<file path="config.mk">
export PLATFORM = sky130hd
export DESIGN_NAME = escalonador_programas
export DESIGN_NICKNAME = d
export VERILOG_FILES = /design/src/rtl/escalonador_programas.sv
export SDC_FILE = /design/constraint.sdc
export NUM_CORES = 1
export LEC_CHECK = 0
export ABC_CLOCK_PERIOD_IN_PS = 6500
export BUFFER_PORTS_ARGS = -buffer_cell sky130_fd_sc_hd__buf_2
export CORE_ASPECT_RATIO = 1.4
export CORE_UTILIZATION = 58
export DETAILED_ROUTE_END_ITERATION = 10
export GPL_ROUTABILITY_DRIVEN = 0
export PLACE_DENSITY = 0.88
export SLEW_MARGIN = 30
export SYNTH_ARGS = -nofsm -noshare
export SYNTH_HDL_FRONTEND = slang
export SYNTH_SLANG_ARGS = --single-unit
</file>
<file path="constraint.sdc">
create_clock -name clock -period 6.5 [get_ports clock]
set_clock_uncertainty 0.05 [all_clocks]
set_input_delay 0.65 -clock clock [delete_from_list [all_inputs] [get_ports clock]]
set_output_delay 0.65 -clock clock [all_outputs]
set_load 0.01 [all_outputs]
</file>
<file path="src/rtl/escalonador_programas.sv">
// Round-robin scheduler for the multiprogram processor: tracks active program slots and
// their resume PCs, and sequences each context switch (save, search, PC load).
module escalonador_programas #(
    parameter int NPROG   = 4,
    parameter int QUANTUM = 256,
    parameter int LARG_PC = 32,
    localparam int W      = $clog2(NPROG),
    localparam int CW     = $clog2(QUANTUM)
) (
    input  logic               clock,
    input  logic               reset,
    input  logic               nextProgram,
    input  logic               endProgram,
    input  logic [LARG_PC-1:0] pc_retorno,
    input  logic               preempcao_hab,
    input  logic               criar,
    input  logic [W-1:0]       criar_slot,
    input  logic [LARG_PC-1:0] criar_pc,
    output logic               parar,
    output logic               carrega_pc,
    output logic [LARG_PC-1:0] pc_novo,
    output logic [W-1:0]       programa_atual,
    output logic               ocioso
);

    typedef enum logic [1:0] {OCIOSO, EXECUTA, BUSCA, CARREGA} estado_t;

    estado_t            estado;
    logic [NPROG-1:0]   ativo;
    logic [LARG_PC-1:0] pc_salvo [NPROG];
    logic [W-1:0]       atual;
    logic [CW-1:0]      contador;

    logic [W-1:0]       sel;
    logic [W-1:0]       idx;
    logic               achou;
    logic               expira;

    // Walk downward so the nearest slot after atual wins; k == NPROG wraps to atual itself.
    always_comb begin
        sel   = atual;
        idx   = atual;
        achou = 1'b0;
        for (int k = NPROG; k >= 1; k--) begin
            idx = atual + W'(k);
            if (ativo[idx]) begin
                sel   = idx;
                achou = 1'b1;
            end
        end
    end

    assign expira         = preempcao_hab && (contador == CW'(QUANTUM - 1));
    assign parar          = (estado != EXECUTA);
    assign ocioso         = (estado == OCIOSO);
    assign carrega_pc     = (estado == CARREGA);
    assign programa_atual = atual;

    always_ff @(posedge clock or posedge reset) begin
        if (reset) begin
            estado   <= OCIOSO;
            ativo    <= '0;
            atual    <= '0;
            contador <= '0;
            pc_novo  <= '0;
            for (int i = 0; i < NPROG; i++) begin
                pc_salvo[i] <= '0;
            end
        end else begin
            case (estado)
                OCIOSO: begin
                    if (|ativo) begin
                        estado <= BUSCA;
                    end
                end
                EXECUTA: begin
                    if (endProgram) begin
                        ativo[atual] <= 1'b0;
                        estado       <= BUSCA;
                    end else if (nextProgram || expira) begin
                        pc_salvo[atual] <= pc_retorno;
                        estado          <= BUSCA;
                    end else if (contador != CW'(QUANTUM - 1)) begin
                        contador <= contador + 1'b1;
                    end
                end
                BUSCA: begin
                    if (achou) begin
                        atual   <= sel;
                        pc_novo <= pc_salvo[sel];
                        estado  <= CARREGA;
                    end else begin
                        estado <= OCIOSO;
                    end
                end
                CARREGA: begin
                    contador <= '0;
                    estado   <= EXECUTA;
                end
                default: estado <= OCIOSO;
            endcase

            // The running slot is always active, so creation never collides with its save/clear.
            if (criar && !ativo[criar_slot]) begin
                ativo[criar_slot]    <= 1'b1;
                pc_salvo[criar_slot] <= criar_pc;
            end
        end
    end

endmodule

</file>
== Word-level counts from Yosys, hierarchy flattened ==
Index checks and enable logic that the tools add are counted.

* Word-level logic and storage cells: 102
* Bits in registers: 176
* Bits of input ports: 72

* Bitwise gates (word level): 6
* Order comparisons: 12
* Add/subtract/negate cells: 4
* Eq/ne operators: 11
* Mux-type cells: 46
* Reduce and logical (&&, ||, !) cells: 14

{| class="wikitable"
|+ Operators with widths
! kind !! count
|-
| two-way mux 128 bit || 4
|-
| bitwise mux 128 bit || 2
|-
| demux 32 bit (select 2 bit) || 2
|-
| two-way mux 32 bit || 4
|-
| binary-select mux 32 bit (select 2 bit) || 1
|-
| two-way mux 8 bit || 3
|-
| case mux 8 bit (2 select lines) || 1
|-
| < comparator 2 x 3 -> 1 bit (second input constant) || 5
|-
| two-way mux 2 bit || 7
|-
| two-way mux 4 bit || 3
|-
| two-way mux 1 bit || 11
|-
| binary-select mux 1 bit (select 2 bit) || 5
|-
| greater-or-equal comparator 3 bit (second input constant) || 3
|-
| NOT 2 -> 3 bit || 3
|-
| adder 8 x 1 -> 8 bit (second input constant) || 1
|-
| equality test 8 bit (second input constant) || 1
|-
| != test 8 bit (second input constant) || 1
|-
| case mux 2 bit (4 select lines) || 1
|-
| logical AND 1 bit || 6
|-
| < comparator 3 x 1 -> 1 bit (second input constant) || 2
|-
| != test 2 bit (second input constant) || 3
|-
| adder 2 bit (second input constant) || 2
|-
| AND 4 bit || 1
|-
| demux 1 bit (select 2 bit) || 2
|-
| 15 further kinds || 19
|}

== Depth between registers and ports, before layout ==
* Depth in word-level cells: 11
* Depth in mapped cells: 10

== Least setup slack after synthesis ==
OpenSTA, ideal clock, no wires.

* Path kind: flip-flop to flip-flop
* Start point: reg atual[0], in the netlist programa_atual[0]
* End point: reg pc_novo[0]
* Arrival time: 2521 ps
* Path slack: 3787 ps
* Stages on the path, launching flop included: 11
* Path buffers: 2
* Cells stage by stage: dfrtp_1 buf_6 inv_1 ha_1 mux4_2 inv_1 a221oi_4 xnor2_4 buf_6 mux2i_1 o221ai_1

* Cells in the longest elaborated chain, start to end: 10

{| class="wikitable"
|+ RTL lines
! what !! line !! RTL
|-
| start, declared || 31 || <nowiki>logic [W-1:0] atual;</nowiki>
|-
| start signal, assigned || 89 || <nowiki>atual <= sel;</nowiki>
|-
| adder 2 bit || 45 || <nowiki>idx = atual + W'(k);</nowiki>
|-
| binary-select mux 1 bit (select 2 bit) || 46 || <nowiki>if (ativo[idx]) begin</nowiki>
|-
| two-way mux 1 bit (not written as such) || 46 ||
|-
| two-way mux 2 bit (3 in series) || 46 ||
|-
| NOT 2 -> 3 bit (not written as such) || 90 || <nowiki>pc_novo <= pc_salvo[sel];</nowiki>
|-
| binary-select mux 32 bit (select 2 bit) || 90 ||
|-
| two-way mux 32 bit (not written as such) (2 in series) || 90 ||
|-
| end signal, assigned || 90 ||
|-
| end, declared || 21 || <nowiki>output logic [LARG_PC-1:0] pc_novo,</nowiki>
|}

Several ways; a longest one is shown, not always the timed one. The select of a mux whose other input is x is not followed.
A chain may end at the register's enable or synchronous reset.

== Final worst setup path ==
* Start point: reg atual[0], in the netlist programa_atual[0]
* End point: reg pc_novo[6]

Same word-level chain as after synthesis.

==> results.ini <==
[critical_path]
arrival_ps = 3860
worstSetupEndpointType = flop
slowest_stage = dfrtp_1
cp_num_buf_inv = 3
path_class = flop to flop
critPathTopFamily = buffers and inverters
reg2reg_from = programa_atual[0]$_DFFE_PP0P_
path_cells = inv_1 -> ha_1 -> mux4_2 -> inv_1 -> a221oi_4 -> xnor2_4 -> buf_6 -> mux2i_1 -> o221ai_1
critPathMaxFanout = 64
slowest_delay_ps = 770
crit_path_start_kind = flop
cp-startpoint = programa_atual[0]$_DFFE_PP0P_
cp_data_required_time_ps = 6690
cpMostUsedCell = inv_1

[floorplanning]
core_area_um2 = 14600
die_y_um = 148
die_w_um = 106
fp-row-count = 52
ios = 109
dieArea_um2 = 15600
initial_utilization_pct = 60.0

[synthesis]
synth-seq-area-share_pct = 50.2
synthFlopType = dfrtp_1
synth_top_area_cell = dfrtp_1
syn_inst = 841
synth_cell_type_count = 38
synthTopCellsByArea = dfrtp_1 (50%), mux2i_1 (22%), nand2_1 (6.0%)
synth.most_common_cell = mux2i_1
synth_top_area_share_pct = 50.2
syn-mean-instance-area_um2 = 10.4
synth-edff-count = 0
async_flop_share_pct = 100
ys_top_cells_by_count = mux2i_1 (195), dfrtp_1 (176), nand2_1 (140), o21ai_0 (94), nor2_1 (49)
synth-seq-cells = 176
synth_area_um2 = 8780
yosys_warnings = 0
synth_nets = 918

[sta]
hold_viol = 0
hold_ws_ps = 285
period_needed_ps = 3660
tns_ps = 0
fmax_mhz = 273
rsz0062_at_grt = false
drv_slew = 0
final-setup-viol-count = 0
layout_setup_ws_ps = 2840
tightest_slew_ps = 892
max-slew-margin-rel_pct = 40.5
fin_crit_sh_pct = 56.4

[detailed_routing]
vias_per_cell = 6.19
route.antenna.remaining_nets = 0
wl_per_cell_um = 20.1
routed_wl_um = 22600
drc = 0
num_vias = 6960
drtPass1Iterations = 5
drt_iter0_drc = 376

[placed_design]
placed_cells = 1092
dpl_worst_slack_ps = 2960
post_dp_cell_area_um2 = 9410
dp_hpwl_um = 13400
port-buffer-count = 108

[global_route]
antenna_found_initial = 2
grt_pass1_vias = 7190
grt.overflow.total = 0
grt_max_degree = 105
grtUsageTotal_pct = 30.3
grt_first_pass_wirelength_um = 36500

[finish]
multiInputGateArea_um2 = 4070
fin_nets = 999
ff_latch_area_um2 = 4400
syn2layout_area_growth_pct = 14.5
finalInstanceArea_um2 = 10000
stdcell_count = 1125
drive_above_1_share_pct = 18.2
fillCellCount = 1061

[flow_run]
drv_cap = 0

[pwr]
seqPwrFrac_pct = 35.9
power_frac_comb_pct = 43.9
p_int_mw = 3.35
p_leak_nw = 5.07
pwr-share-clk_pct = 20.2
pwr_density_cell_nw_per_um2 = 545
switching_share_pct = 38.9
switchingPower_mw = 2.13
peakVddDrop_mv = 0.675

[clock_tree]
cts_max_level = 4
cts_buffers = 17
clock_sinks = 176
clk_transition_reported_paths_ps = 70
cts_hold_buf = 0
insertion_delay_ps = 430
cts_root_buf = clkbuf_16
cts_setup_buffers = 0
cts_buffer_depth = 2
cts_resized = 0
cts_tree = done

[worst_hold_path]
min_path_type = input port to async pin

[run_status]
status = completed

==> flip-flops by register name (all words and copies together) (netlist names) <==
name	cells
pc_salvo	128
pc_novo	32
contador	8
ativo	4
estado	2
programa_atual	2
==> cells by family after synthesis <==
group                    count (synthesis)  share of synthesized area (%)
flip-flops                             176                           50.2
XOR/XNOR                                 9                           1.11
adder cells (fa/ha/maj)                  5                          0.713
AND/OR/NAND/NOR                        209                           9.61
buffers and inverters                   70                           3.73
AO/OA/AOI/OAI                          174                           11.8
multiplexers                           198                           22.9
==> power by group through the flow <==
stage	registers [mW]	logic (mW)	clock network, mW
final	1.97	2.41	1.11
after global routing	2.02	2.59	1.15
after CTS	1.95	2.39	1.11
after detailed placement	1.96	2.36	0
after global placement	1.94	2.27	0
after floorplan	1.88	1.94	0
==> cells in the final DEF (no fill, tap or decap), drive strengths merged, types with 2 or more instances in the layout <==
master	instances
a21o	3
a21oi	37
buf	123
bufinv	4
clkbuf	17
clkinv	4
dfrtp	176
diode	2
ha	5
inv	14
mux2i	195
mux4	2
nand2	140
nand3	3
nand4	2
nand4b	3
nor2	49
nor3	3
o21ai	98
o221ai	32
or2	2
xnor2	6
xor2	3
==> worst paths after layout <==
check	to	slack, ps	cells past startpoint
setup / recovery	pc_novo[6]$_DFFE_PP0P_	2840	9
hold / removal	pc_salvo[65]$_DFF_PP0_	290	2
setup reg to reg	pc_novo[6]$_DFFE_PP0P_	2840	9
hold reg to reg	pc_novo[4]$_DFFE_PP0P_	440	2
max in group asynchronous	pc_novo[21]$_DFFE_PP0P_	5020	3
min in group clock	pc_salvo[42]$_DFF_PP0_	420	3
==> per-stage QoR <==
step                      total power [mW]  utilization, %
after floorplan                       3.82               -
after global placement                4.21            64.2
after detailed placement              4.33            64.3
after CTS                             5.45            68.5
after global routing                  5.76            68.6
final                                 5.48            68.6
==> layer usage <==
layer / share of wire [%] / vias up / wire length [um] / global-route usage (%)
met3: 5.4 / 64 / 1230 / 5.64
met5: 0 / - / 0 / 0
li1: - / 3140 / - / -
met2: 51 / 276 / 11600 / 51.7
met4: 3.7 / 0 / 835 / 16.1
met1: 40 / 3480 / 8960 / 36.3
==> area by class of cell <==
cell class | instances | share of cell area, %
sequential | 176 | 43.8
multi-input combinational | 595 | 40.5
timing repair buffer | 123 | 6.58
clock buffer | 17 | 4.23
tap | 189 | 2.35
clock inverter | 14 | 2.02
inverter | 9 | 0.411
antenna | 2 | 0.0498
Note: power is estimated with default switching activity, not from simulation.
